### config.mk
export PLATFORM = sky130hd
export DESIGN_NAME = stat_ctrl_flat
export DESIGN_NICKNAME = d
export VERILOG_FILES = /design/src/rtl/stat_ctrl_if.sv /design/src/rtl/stat_ctrl.sv /design/src/flat_wrapper.sv
export SDC_FILE = /design/constraint.sdc
export NUM_CORES = 1
export LEC_CHECK = 0
export ABC_CLOCK_PERIOD_IN_PS = 3870
export CORE_MARGIN = 10
export CORE_UTILIZATION = 49
export DETAILED_ROUTE_END_ITERATION = 16
export PLACE_DENSITY_LB_ADDON = 0.15
export SKIP_LAST_GASP = 1
export SYNTH_ARGS = -nofsm -noshare
export SYNTH_HDL_FRONTEND = slang
export SYNTH_SLANG_ARGS = --single-unit
### constraint.sdc
create_clock -name clk -period 3.87 [get_ports clk]
set_input_delay 0.5805 -clock clk [delete_from_list [all_inputs] [get_ports clk]]
set_output_delay 0.5805 -clock clk [all_outputs]
set_load 0.01 [all_outputs]
### src/rtl/stat_ctrl_if.sv
// Retirement-status and debugger handshake bundle between the pipeline and stat_ctrl.
// PC_W/CNT_W must match the parameters of the stat_ctrl instance attached to it.
interface stat_ctrl_if #(
  parameter int PC_W  = 64,
  parameter int CNT_W = 32
) ();
  logic [2:0]       stat_in;
  logic             stat_valid;
  logic [PC_W-1:0]  pc_in;
  logic             dbg_halt_req;
  logic             dbg_step_req;
  logic             dbg_resume_req;
  logic             run_en;
  logic [2:0]       cpu_stat;
  logic [PC_W-1:0]  fault_pc;
  logic             halted;
  logic             paused;
  logic             dbg_ack;
  logic [CNT_W-1:0] cycle_cnt;
  logic [CNT_W-1:0] instr_cnt;

  modport master (
    output stat_in, stat_valid, pc_in, dbg_halt_req, dbg_step_req, dbg_resume_req,
    input  run_en, cpu_stat, fault_pc, halted, paused, dbg_ack, cycle_cnt, instr_cnt
  );

  modport slave (
    input  stat_in, stat_valid, pc_in, dbg_halt_req, dbg_step_req, dbg_resume_req,
    output run_en, cpu_stat, fault_pc, halted, paused, dbg_ack, cycle_cnt, instr_cnt
  );
endinterface

### src/rtl/stat_ctrl.sv
// Processor status controller: run/pause/step/halt/fault sequencing, fault capture
// and saturating cycle/instruction counters.
module stat_ctrl #(
  parameter int PC_W  = 64,
  parameter int CNT_W = 32
) (
  input  logic         clk,
  input  logic         rst_n,
  stat_ctrl_if.slave   bus
);
  typedef enum logic [2:0] {
    ST_RUN   = 3'd0,
    ST_PAUSE = 3'd1,
    ST_STEP  = 3'd2,
    ST_HALT  = 3'd3,
    ST_FAULT = 3'd4
  } state_e;

  localparam logic [2:0]       STAT_AOK = 3'd1;
  localparam logic [2:0]       STAT_HLT = 3'd2;
  localparam logic [2:0]       STAT_ADR = 3'd3;
  localparam logic [2:0]       STAT_INS = 3'd4;
  localparam logic [CNT_W-1:0] CNT_MAX  = {CNT_W{1'b1}};
  localparam logic [CNT_W-1:0] CNT_ONE  = {{(CNT_W-1){1'b0}}, 1'b1};

  state_e            state_r, state_nxt_s;
  logic [2:0]        cpu_stat_r, cpu_stat_nxt_s;
  logic [PC_W-1:0]   fault_pc_r, fault_pc_nxt_s;
  logic              dbg_ack_r, dbg_ack_nxt_s;
  logic              instr_inc_s;
  logic [CNT_W-1:0]  cycle_cnt_r, instr_cnt_r;
  logic              run_en_s, stat_event_s;

  assign run_en_s     = (state_r == ST_RUN) || (state_r == ST_STEP);
  assign stat_event_s = bus.stat_valid && run_en_s;

  // Next-state, fault capture and debugger-acknowledge decode
  always_comb begin
    state_nxt_s    = state_r;
    cpu_stat_nxt_s = cpu_stat_r;
    fault_pc_nxt_s = fault_pc_r;
    dbg_ack_nxt_s  = 1'b0;
    instr_inc_s    = 1'b0;
    case (state_r)
      ST_RUN, ST_STEP: begin
        if (stat_event_s) begin
          if (bus.stat_in == STAT_AOK) begin
            instr_inc_s = 1'b1;
            if ((state_r == ST_STEP) || bus.dbg_halt_req) begin
              state_nxt_s   = ST_PAUSE;
              dbg_ack_nxt_s = 1'b1;
            end else begin
              state_nxt_s = state_r;
            end
          end else begin
            // Any non-AOK retirement terminates, overriding a pending pause request
            fault_pc_nxt_s = bus.pc_in;
            if (bus.stat_in == STAT_HLT) begin
              state_nxt_s    = ST_HALT;
              cpu_stat_nxt_s = STAT_HLT;
            end else if ((bus.stat_in == STAT_ADR) || (bus.stat_in == STAT_INS)) begin
              state_nxt_s    = ST_FAULT;
              cpu_stat_nxt_s = bus.stat_in;
            end else begin
              state_nxt_s    = ST_FAULT;
              cpu_stat_nxt_s = STAT_INS;
            end
          end
        end else if ((state_r == ST_RUN) && bus.dbg_halt_req) begin
          state_nxt_s   = ST_PAUSE;
          dbg_ack_nxt_s = 1'b1;
        end else begin
          state_nxt_s = state_r;
        end
      end
      ST_PAUSE: begin
        if (bus.dbg_resume_req) begin
          state_nxt_s   = ST_RUN;
          dbg_ack_nxt_s = 1'b1;
        end else if (bus.dbg_step_req) begin
          state_nxt_s = ST_STEP;
        end else begin
          state_nxt_s = ST_PAUSE;
        end
      end
      ST_HALT, ST_FAULT: begin
        state_nxt_s = state_r;
      end
      default: begin
        // Corrupted encoding: stop the core rather than guess a live state
        state_nxt_s = ST_FAULT;
      end
    endcase
  end

  // State, captured status and saturating counters
  always_ff @(posedge clk) begin
    if (!rst_n) begin
      state_r     <= ST_RUN;
      cpu_stat_r  <= STAT_AOK;
      fault_pc_r  <= {PC_W{1'b0}};
      dbg_ack_r   <= 1'b0;
      cycle_cnt_r <= {CNT_W{1'b0}};
      instr_cnt_r <= {CNT_W{1'b0}};
    end else begin
      state_r    <= state_nxt_s;
      cpu_stat_r <= cpu_stat_nxt_s;
      fault_pc_r <= fault_pc_nxt_s;
      dbg_ack_r  <= dbg_ack_nxt_s;
      if (run_en_s && (cycle_cnt_r != CNT_MAX)) begin
        cycle_cnt_r <= cycle_cnt_r + CNT_ONE;
      end else begin
        cycle_cnt_r <= cycle_cnt_r;
      end
      if (instr_inc_s && (instr_cnt_r != CNT_MAX)) begin
        instr_cnt_r <= instr_cnt_r + CNT_ONE;
      end else begin
        instr_cnt_r <= instr_cnt_r;
      end
    end
  end

  assign bus.run_en    = run_en_s;
  assign bus.halted    = (state_r == ST_HALT) || (state_r == ST_FAULT);
  assign bus.paused    = (state_r == ST_PAUSE);
  assign bus.cpu_stat  = cpu_stat_r;
  assign bus.fault_pc  = fault_pc_r;
  assign bus.dbg_ack   = dbg_ack_r;
  assign bus.cycle_cnt = cycle_cnt_r;
  assign bus.instr_cnt = instr_cnt_r;
endmodule
### src/flat_wrapper.sv
// flat-port wrapper written by rule: the top's interface ports become plain ports
module stat_ctrl_flat 
#(
  parameter int PC_W  = 64,
  parameter int CNT_W = 32
)
  (clk, rst_n, bus_stat_in, bus_stat_valid, bus_pc_in, bus_dbg_halt_req, bus_dbg_step_req, bus_dbg_resume_req, bus_run_en, bus_cpu_stat, bus_fault_pc, bus_halted, bus_paused, bus_dbg_ack, bus_cycle_cnt, bus_instr_cnt);
  stat_ctrl_if #(.PC_W(PC_W), .CNT_W(CNT_W)) bus_i ();
  input  logic clk;
  input  logic rst_n;
  input wire logic [$bits(bus_i.stat_in)-1:0] bus_stat_in;
  input wire logic [$bits(bus_i.stat_valid)-1:0] bus_stat_valid;
  input wire logic [$bits(bus_i.pc_in)-1:0] bus_pc_in;
  input wire logic [$bits(bus_i.dbg_halt_req)-1:0] bus_dbg_halt_req;
  input wire logic [$bits(bus_i.dbg_step_req)-1:0] bus_dbg_step_req;
  input wire logic [$bits(bus_i.dbg_resume_req)-1:0] bus_dbg_resume_req;
  output wire logic [$bits(bus_i.run_en)-1:0] bus_run_en;
  output wire logic [$bits(bus_i.cpu_stat)-1:0] bus_cpu_stat;
  output wire logic [$bits(bus_i.fault_pc)-1:0] bus_fault_pc;
  output wire logic [$bits(bus_i.halted)-1:0] bus_halted;
  output wire logic [$bits(bus_i.paused)-1:0] bus_paused;
  output wire logic [$bits(bus_i.dbg_ack)-1:0] bus_dbg_ack;
  output wire logic [$bits(bus_i.cycle_cnt)-1:0] bus_cycle_cnt;
  output wire logic [$bits(bus_i.instr_cnt)-1:0] bus_instr_cnt;
  assign bus_i.stat_in = bus_stat_in;
  assign bus_i.stat_valid = bus_stat_valid;
  assign bus_i.pc_in = bus_pc_in;
  assign bus_i.dbg_halt_req = bus_dbg_halt_req;
  assign bus_i.dbg_step_req = bus_dbg_step_req;
  assign bus_i.dbg_resume_req = bus_dbg_resume_req;
  assign bus_run_en = bus_i.run_en;
  assign bus_cpu_stat = bus_i.cpu_stat;
  assign bus_fault_pc = bus_i.fault_pc;
  assign bus_halted = bus_i.halted;
  assign bus_paused = bus_i.paused;
  assign bus_dbg_ack = bus_i.dbg_ack;
  assign bus_cycle_cnt = bus_i.cycle_cnt;
  assign bus_instr_cnt = bus_i.instr_cnt;
  stat_ctrl #(.PC_W(PC_W), .CNT_W(CNT_W)) u_core (.clk(clk), .rst_n(rst_n), .bus(bus_i));
endmodule
==> metrics.txt <==
status finished, final reports clean; ys async rst share 0; Cell Count, Final, Fillers Out 1078; Setup Skew 0.00483 ns; Post-CTS Resized 0; Initial Util 0.500; Mapped Avg Cell Area 8.27 um2; GRT met3 Usage 0.0782; RSZ-0062 raised after global routing no; Worst EP required around 4.2 ns; fin area 8790 um2; GP Congestion 0.806; CTS tree yes; leakage slightly above 3 nW; global route hottest layer met2; share of cells above drive strength 1 0.0773; initial antenna violation count 0; Placed Cells roughly 1000; maximum VDD drop 0.000292 V; total CTS buffers 17; crit share post-route 0.716; clock sink count 135; Arr. time, crit path 3.12 ns; max-cap viol count 0; GRT Resource Usage Total 0.213; hold path cells 2; R2R Setup Slk 1.28 ns; PD cells 445 nW/um2; worst r2r src u_core.bus.instr_cnt[18]$_SDFFE_PN0P_; slew margin rel. 0.559; min-delay src u_core.bus.fault_pc[42]$_SDFFE_PN0P_; IO Count approximately 210; Tightest Pin Transition 0.659 ns; Hold EP u_core.bus.fault_pc[42]$_SDFFE_PN0P_; most frequent cells in the layout clkdlybuf4s50_1, nand2_1, dfxtp_1; # DRC 0; Max Fclk around 0.36 GHz; Final ANT Viol Nets 0; crit path max fanout 7; Top FF cell, synth dfxtp_1; ANT cells 0; vias per cell 5.56; Post-DP HPWL 13.6 mm; Final Hold Viols 0; CTS root buf clkbuf_16; die area 17100 um2; Mapped Nets approximately 800; Initial DRT Pass Iterations 5; post-synthesis instance area roughly 6000 um2; WL/cell 17.5 um; #FFs+latches synth 135; crit end category flop; Core Rows 40; die width 131 um; chip height around 130 um; postcts setup bufs 0; Yosys warnings 0; FF-to-FF End u_core.bus.instr_cnt[31]$_SDFFE_PN0P_; DRT iter0 DRCs 397; met1 GRT Util 0.233; GRT Residual Overflow 0; largest net degree at the start of global routing 83; number of synthesized flops with an enable pin 0; final number of setup-violating endpoints 0; Post-CTS Hold Buffers 0; IO Port Bufs 207; synthesized instance count just over 700; core area 12000 um2; total number of vias between 5000 and 6000; CP Launch Type input pin; WL final 18.9 mm; setup TNS 0 ns; Synth cell types 61; critical path type input pin to flop; met2 Use GR 0.365; fillers between 800 and 900; most common cell after layout, fill and taps aside clkdlybuf4s50_1; Hold WC Path Type flop to flop; number of global-route vias before repair 5863; dpl cell area 8150 um2; Reg2Reg Depth 5; sequential area share after synthesis 0.450; clock latency on the worst-skew pair 0.42 ns; H-tree Lvls 4; first-pass GRT wire length around 29 mm; Clock Path Buffers 2; Tmin final about 2.8 ns; P&R area growth vs syn 46.3%; Slew Limit Fails 0; Clk pin slew, worst setup/hold paths 0.06 ns; Final #Nets 993
==> routing by layer <==
layer	wire, um	part of all wire	vias up
li1	-	-	2933
met1	7320	0.39	2849
met2	9660	0.51	182
met3	1510	0.080	31
met4	388	0.021	0
met5	0	0	-
==> state kept, by name, indices dropped and copies added, names as in the netlist <==
register,count
u_core.bus.cycle_cnt,32
u_core.state_r,3
u_core.bus.instr_cnt,32
u_core.bus.dbg_ack,1
u_core.bus.cpu_stat,3
u_core.bus.fault_pc,64
==> kinds of logic (layout without fill, tap and decap cells) <==
family          after synthesis  in the layout  share of synthesized area
buf+inv                      57            262                     0.0417
simple gates                341            341                      0.284
flops                       135            135                      0.450
mux                          10             10                     0.0167
xor+xnor                     23             23                     0.0335
compound gates              158            158                      0.170
fa+ha+maj                     2              2                    0.00417
==> synthesized netlist by cell type (7+ instances only) <==
library cell / count / area (um2)
nand2_1: 168 / 631
dfxtp_1: 135 / 2700
a21oi_1: 87 / 435
nor2_1: 38 / 143
nand3_1: 27 / 135
clkbuf_1: 25 / 93.8
nand4_1: 19 / 119
xnor2_1: 17 / 149
inv_1: 15 / 56.3
or3_1: 13 / 81.3
o21ai_0: 11 / 55.1
and3_1: 10 / 62.6
mux2i_1: 10 / 100
nand2b_1: 9 / 56.3
o31ai_1: 9 / 67.6
a21oi_2: 8 / 70.1
and4_1: 8 / 70.1
buf_1: 8 / 30.0
nor3_1: 8 / 40.0
or4_1: 8 / 60.1
nor4_1: 7 / 43.8
==> how the worst max path moves through the flow <==
stage                                          from                               endpoint  slack [ns]  depth (start not counted)
3_3_place_gp                         bus_stat_in[0]  u_core.bus.instr_cnt[22]$_SDFFE_PN0P_        0.74                          7
3_5_place_dp                         bus_stat_in[0]  u_core.bus.instr_cnt[22]$_SDFFE_PN0P_        0.68                          7
4_1_cts                              bus_stat_in[0]  u_core.bus.instr_cnt[22]$_SDFFE_PN0P_        1.10                          7
5_1_grt                              bus_stat_in[0]  u_core.bus.instr_cnt[22]$_SDFFE_PN0P_        0.93                          7
2_1_floorplan  u_core.bus.instr_cnt[0]$_SDFFE_PN0P_   u_core.bus.instr_cnt[1]$_SDFFE_PN0P_        1.72                          8
6_report                             bus_stat_in[0]  u_core.bus.instr_cnt[22]$_SDFFE_PN0P_        1.10                          7
==> through the flow <==
stage / hold WS [ns] / power (W) / worst slack, ns / util
CTS: 0.453 / 0.00393 / 1.10 / 0.732
finish: 0.452 / 0.00391 / 1.10 / 0.732
floorplan: 0.481 / 0.00186 / 1.72 / -
global route: 0.471 / 0.00406 / 0.927 / 0.732
global placement: 0.441 / 0.00218 / 0.740 / 0.678
detailed placement: 0.446 / 0.00220 / 0.675 / 0.678
==> power breakdown <==
group / switching (W) / internal (W) / total [W]
clock: 0.000612 / 0.00113 / 0.00174
sequential: 0.0000630 / 0.00148 / 0.00154
combinational: 0.000319 / 0.000308 / 0.000627
total: 0.000994 / 0.00291 / 0.00391
==> worst max-delay path: stages <==
cell and delay [ns]:
clkdlybuf4s50_1 0.51, nor3b_1 0.51, and3_1 0.50, buf_4 0.23
nand3_1 0.16, or4_1 0.46, a21oi_1 0.15
==> final cells by class <==
type | instances | area [um2] | area share
Inverter | 16 | 61.3 | 0.00698
Sequential cell | 135 | 2700 | 0.308
Multi-Input combinational cell | 534 | 3060 | 0.348
Clock buffer | 20 | 467 | 0.0531
Tap cell | 147 | 184 | 0.0209
Timing Repair Buffer | 214 | 2140 | 0.243
Clock inverter | 12 | 174 | 0.0198
No activity file was read; power rests on OpenSTA's default activity.
==> RTL change 1 (config.mk and constraints unchanged) <==
`CNT_W` is set to 32 in 3 places; all go to 64.
--- a/src/rtl/stat_ctrl_if.sv
+++ b/src/rtl/stat_ctrl_if.sv
@@ -4,3 +4,3 @@
   parameter int PC_W  = 64,
-  parameter int CNT_W = 32
+  parameter int CNT_W = 64
 ) ();
--- a/src/rtl/stat_ctrl.sv
+++ b/src/rtl/stat_ctrl.sv
@@ -4,3 +4,3 @@
   parameter int PC_W  = 64,
-  parameter int CNT_W = 32
+  parameter int CNT_W = 64
 ) (
--- a/src/flat_wrapper.sv
+++ b/src/flat_wrapper.sv
@@ -4,3 +4,3 @@
   parameter int PC_W  = 64,
-  parameter int CNT_W = 32
+  parameter int CNT_W = 64
 )
Interface: changed (resized bus_cycle_cnt and bus_instr_cnt); port bits go from 208 to 272. No check against the original RTL was run, so the function may have changed too.
==> RTL change 1 against the unedited design <==
Final cell count rose by 54%. Sequential share of layout area rose by 0.50 points. Routed wire length rose by 62%. First-iteration DRC count rose by 85%. Total power rose by 13%. Sequential power rose by 40%. Global-route usage rose by 2.3 points. Synthesized cell count rose by 62%. Area after synthesis rose by 56%. Worst setup slack got worse by 0.16 ns. Worst hold slack improved by 0.0032 ns. Final area rose by 45%. Sequential cell count rose by 64. Largest cell class unchanged.
==> RTL change 1: results (changes against the unedited design) <==
** Yosys
- Ranked by instance count, the synthesized netlist is headed by dfxtp_1 (199), nand2_1 (198), a21oi_1 (147), nor2_1 (67), nand3_1 (63).
- The net count of the mapped netlist was 1254 (+57%).
- The distinct cell type count after synthesis came to 63 (+3.3%).
- In the post-synthesis netlist, the biggest area contributors are dfxtp_1 (43%), nand2_1 (8.0%), a21oi_1 (7.9%).
- Number of warning messages in the yosys log :: 0 (unchanged)
- Sequential-to-total area share from yosys stat :: 0.426 (-0.0237)
- Async set-reset flop share out of synthesis :: 0 (unchanged)

** GRT
- Global-route wire length before repair :: 47900 um (+64%)
- The global-route track usage on met1 was 0.284 (+0.0509).
- Met2 global-route usage :: 0.391 (+0.0262)
- Via count of the first global-routing pass :: 9090 (+55%)
- The maximum number of pins on one net before global-route repair is 110 (+33%).
- The total routing resource utilization after global routing is 0.236 (+0.0228).
- Antenna violations before repair :: 0 (unchanged)
- After global routing, the most crowded layer is met2.
- Fraction of met3 tracks used by global routing :: 0.0673 (-0.0109)

** Timing
- The transition at the pin with the smallest max-transition slack is 0.913 ns (+0.253 ns).
- The worst-case clock skew came to 0.0153 ns (+0.0105 ns).

** Routing
- The number of nets with antenna violations after routing was 0 (unchanged).
- The total wirelength of the detailed-routed design is 30700 um (+62%).
- Drt pass-1 iters :: 5 (unchanged)
- DRC violation total after the first TritonRoute iteration :: 733 (+85%)
- Via count :: 9779 (+63%)

** CTS
- Clock buffer depth :: 2 (unchanged)
- Number of buffers created by CTS :: 17 (unchanged)
- Number of buffers inserted to repair setup after CTS :: 0 (unchanged)
- Worst-skew pair later-pin latency :: 0.45 ns (+0.03 ns)
- In this run the clock root is driven by a clkbuf_16.
- The post-cts resize count is 0 (unchanged).
- The maximum level of the CTS H-tree is 4 (unchanged).
- After clock tree synthesis, the clock-pin slew on the worst setup and hold paths is 0.07 ns.

** Critical path
- Worst-path fanout max :: 9 (+2)
- Register-to-Register Path Depth :: 6 (+1)
- Worst Path Arrival :: 3.25 ns (+0.13 ns)

** Hold path
- The worst hold path depth came to 2 (unchanged).
- Type of the most critical hold path :: flip-flop to flip-flop

** Layout
- The count of inserted antenna diode cells came to 0 (unchanged).
- Final nets :: 1492 (+50%)
- The share of post-route cells with drive strength above 1 is 0.0427 (-0.0347).
- The number of fill cells in the layout is 1562 (+76%).

** Run status
- The run finished with clean final reports.

** Placement
- Minimum setup slack after placement :: 0.526 ns (-0.150 ns)
- Quantity of I/O buffers inserted on ports :: 271 (+31%)
- Placer's final routability congestion estimate :: 0.915 (+14%)
- HPWL after detailed placement :: 22400 um (+65%)

** Pwr
- Lkg Pwr :: 4.00 nW (+30%)
- The switching part of the total was 0.270 (+0.0160).
- Maximum VDD drop :: 328 uV (+12%)
==> RTL change 1: cell count changes after synthesis, sizes merged, moves of 16 or more <==
| cell | delta |
|---|---|
| a21oi | +52 |
| clkbuf | +18 |
| dfxtp | +64 |
| nand2 | +30 |
| nand3 | +36 |
| nand4 | +16 |
| nor2 | +29 |
| o21ai | +45 |
| o31ai | +25 |
| or3 | +37 |
| or4 | +32 |
| xor2 | +19 |
==> RTL change 1: metal layers <==
metal,routed length (um),share of wire
met4,738,0.024
met2,15200,0.50
met1,12200,0.40
met5,0,0
met3,2550,0.083
==> RTL change 1: logic make-up (layout without fill, tap and decap cells) <==
| kind of cell | count (synthesis) | in the layout | share of synthesized area |
|---|---|---|---|
| xor+xnor | 28 | 28 | 0.0262 |
| compound gates | 289 | 289 | 0.181 |
| fa+ha+maj | 2 | 2 | 0.00268 |
| buf+inv | 79 | 330 | 0.0372 |
| simple gates | 574 | 574 | 0.318 |
| flops | 199 | 199 | 0.426 |
| mux | 8 | 8 | 0.00857 |
==> RTL change 1: worst max-delay path: stages <==
cell	delay (ns)
clkdlybuf4s50_1	0.50
nor3b_2	0.36
nand4_1	0.50
nor4_1	0.49
o2111ai_1	0.31
o311ai_0	0.38
o41ai_1	0.13
==> RTL change 1: power groups by stage <==
| stage | logic, mW | registers [mW] | clock network, mW |
|---|---|---|---|
| 2_1_floorplan | 0.189 | 2.22 | 0 |
| 3_3_place_gp | 0.488 | 2.20 | 0 |
| 3_5_place_dp | 0.494 | 2.20 | 0 |
| 4_1_cts | 0.497 | 2.15 | 1.79 |
| 5_1_grt | 0.534 | 2.16 | 1.88 |
| 6_report | 0.492 | 2.15 | 1.77 |
==> RTL change 1: worst paths after layout <==
check	slack, ns	end	startpoint
hold reg to reg	0.45	u_core.bus.cpu_stat[1]	u_core.bus.cpu_stat[1]
hold / removal	0.45	u_core.bus.cpu_stat[1]	u_core.bus.cpu_stat[1]
setup / recovery	0.94	u_core.bus.instr_cnt[61]	bus_stat_valid
setup reg to reg	0.94	u_core.bus.instr_cnt[39]	u_core.bus.instr_cnt[40]
==> RTL change 1: area by class of cell <==
type	count	share of cell area
multi-input combinational	901	0.394
timing repair buffer	280	0.219
sequential	199	0.313
tap	234	0.0230
clock buffer	18	0.0337
clock inverter	14	0.0120
inverter	18	0.00569
==> RTL change 1: per-stage QoR <==
step	hold slack, ns	instance area, um2	cells	power (mW)
finish	0.455	12700	1664	4.41
global route	0.475	12700	1664	4.58
CTS	0.458	12700	1664	4.44
detailed placement	0.447	12200	1632	2.70
global placement	0.441	12200	1632	2.69
floorplan	0.481	9350	1179	2.41
==> RTL change 2 (same flow settings) <==
Without the edit above. Re-encode `state_e` (5 states) as one-hot, 5 bits wide.
--- a/src/rtl/stat_ctrl.sv
+++ b/src/rtl/stat_ctrl.sv
@@ -10,8 +10,8 @@
 );
-  typedef enum logic [2:0] {
-    ST_RUN   = 3'd0,
-    ST_PAUSE = 3'd1,
-    ST_STEP  = 3'd2,
-    ST_HALT  = 3'd3,
-    ST_FAULT = 3'd4
+  typedef enum logic [4:0] {
+    ST_RUN   = 5'b00001,
+    ST_PAUSE = 5'b00010,
+    ST_STEP  = 5'b00100,
+    ST_HALT  = 5'b01000,
+    ST_FAULT = 5'b10000
   } state_e;
Formal check against the unedited RTL: no difference found for any inputs over 4 cycles, from zero or initial values and one cycle with rst_n low; so few cycles prove little.
==> RTL change 2 against the unedited design <==
Clock skew fell by 0.0021 ns. Routed wire length rose by 0.21%. Worst setup slack got worse by 0.19 ns. Global-route usage rose by 0.23 points. Critical path type is now flip-flop to primary output. Critical endpoint is now bus_run_en. Area after synthesis fell by 0.44%. Final area fell by 1.2%. Sequential cell count rose by 2. Total power fell by 15%. Non-clock buffer count rose by 2.
==> RTL change 2: results (changes against the unedited design) <==
** Run status
- The flow ran to the end, and the final reports show no timing, DRC or antenna violations.

** Placement
- The global placer's final weighted congestion was 0.884 (+9.6%).
- Minimum setup slack after placement :: 0.804 ns (+0.128 ns)
- HPWL after detailed placement :: 13900 um (+2.0%)

** Timing
- The timing-limited maximum frequency is 0.338 GHz (-6.4%).
- Worst-Margin Slew :: 1.15 ns (+0.492 ns)
- The worst-case clock skew was 0.00277 ns (-0.00207 ns).

** Yosys
- The register area share after synthesis is 0.459 (+0.00867).
- The share of the synthesized area in compound gates (AO/OA/AOI/OAI) came to 0.175 (+0.00431).
- Number of unique standard cell types used by synthesis :: 57 (-6.6%)
- The synthesized-area fraction occupied by xor and xnor cells is 0.0220 (-0.0116).
- Adder and majority cell fraction of the synthesized area :: 0.00418 (+0.0000183)
- The commonest cells after synthesis are nand2_1 (160), dfxtp_1 (137), a21oi_1 (103), clkbuf_1 (33), nand3_1 (32).
- The mux share of post-synthesis cell area was 0.0151 (-0.00160).

** Critical path
- Following the worst setup path forward leads to its endpoint at bus_run_en.
- In this run the critical register-to-register path is launched from u_core.bus.instr_cnt[15].
- The arrival time at the worst endpoint came to 2.38 ns (-0.74 ns).
- Crit-path max cell delay :: 0.65 ns (+0.14 ns)
- The slack of the worst reg-to-reg path came to 1.07 ns (-0.21 ns).
- The peak fanout along the critical path came to 13 (+6).
- Tracing the worst setup path back leads to its startpoint at u_core.state_r[2].
- End of the worst register-to-register path :: u_core.bus.instr_cnt[21]

** Pwr
- Cell Int Power :: 2.55 mW (-13%)
- The static power due to leakage was 2.89 nW (-5.8%).
- The worst-case vdd ir drop was 280 uV (-3.9%).

** Hold path
- Worst min-delay path endpoint :: u_core.bus.fault_pc[12]
- The startpoint identified for the worst hold timing path is u_core.bus.fault_pc[12].

** GRT
- The total routing resource utilization after global routing was 0.215 (+0.00228).
- Met1 Resource Use GR :: 0.221 (-0.0122)
- The met3 routing resource usage after global routing was 0.0874 (+0.00927).
- Global-route wire length before repair :: 29700 um (+1.6%)
- The via count of the first global-routing pass is 6014 (+2.6%).
- Met2 global-route usage :: 0.375 (+0.0101)

** Routing
- Via count :: 6210 (+3.6%)
- M1 wire length :: 7000 um (-4.4%)
- The detailed-route wire length per cell came to 17.5 um (-0.16%).
- The violation count after the first detailed-route iteration was 349 (-12%).
- Met2 layer wire length in the routed design :: 9680 um (+0.24%)

** CTS
- The count of buffers added by post-CTS timing repair for setup was 0 (unchanged).
- The root buffer cell chosen for the clock tree is clkbuf_16.

** Layout
- Share of final-layout standard cells stronger than drive strength 1 :: 0.0535 (-0.0238)
- The number of nets in the layout is 999 (+0.60%).
- The number of fill cells in the layout is 938 (+5.4%).
RTL change 2: cell types whose count changed in the layout (fill, tap and decap cells not counted), moves of 5 or more:
| cell | unedited run | this run |
|---|---|---|
| a21oi_1 | 87 | 103 |
| nor2_1 | 37 | 24 |
| o21ai_0 | 11 | 24 |
| xnor2_1 | 17 | 5 |
| or4_1 | 8 | 18 |
| a21oi_2 | 8 | 0 |
| nand2_1 | 168 | 160 |
| o31ai_1 | 9 | 16 |
| inv_1 | 15 | 9 |
| a2111oi_2 | 5 | 0 |
| or3_1 | 13 | 18 |
RTL change 2: per-stage QoR:
step | hold WS (ns) | std cells | area (um2)
2_1_floorplan | 0.481 | 733 | 5980
3_3_place_gp | 0.441 | 1052 | 8150
3_5_place_dp | 0.447 | 1052 | 8150
4_1_cts | 0.454 | 1081 | 8680
5_1_grt | 0.474 | 1081 | 8680
6_report | 0.451 | 1082 | 8680
RTL change 2: critical path: cells and delay by family (launching register included):
family	cells	cell delay, ns
XOR/XNOR	1	0.17
buffers and inverters	2	0.82
flip-flops	1	0.49
AND/OR/NAND/NOR	1	0.48
RTL change 2: cell type report:
class,instances,area [um2],share of cell area
multi-input cells,542,3030,0.350
well taps,147,184,0.0212
flip-flops and latches,137,2740,0.316
clock buffers,26,509,0.0587
inverters,10,38.8,0.00447
repair buffers,216,2150,0.248
clock inverters,3,15.0,0.00173
diodes,1,2.50,0.000288
RTL change 2: power groups by stage:
| stage | combinational (mW) | clock, mW | sequential [mW] |
|---|---|---|---|
| after floorplan | 0.154 | 0 | 1.54 |
| after global placement | 0.387 | 0 | 1.52 |
| after detailed placement | 0.397 | 0 | 1.52 |
| after CTS | 0.400 | 1.46 | 1.49 |
| after global routing | 0.432 | 1.53 | 1.50 |
| final | 0.397 | 1.44 | 1.49 |
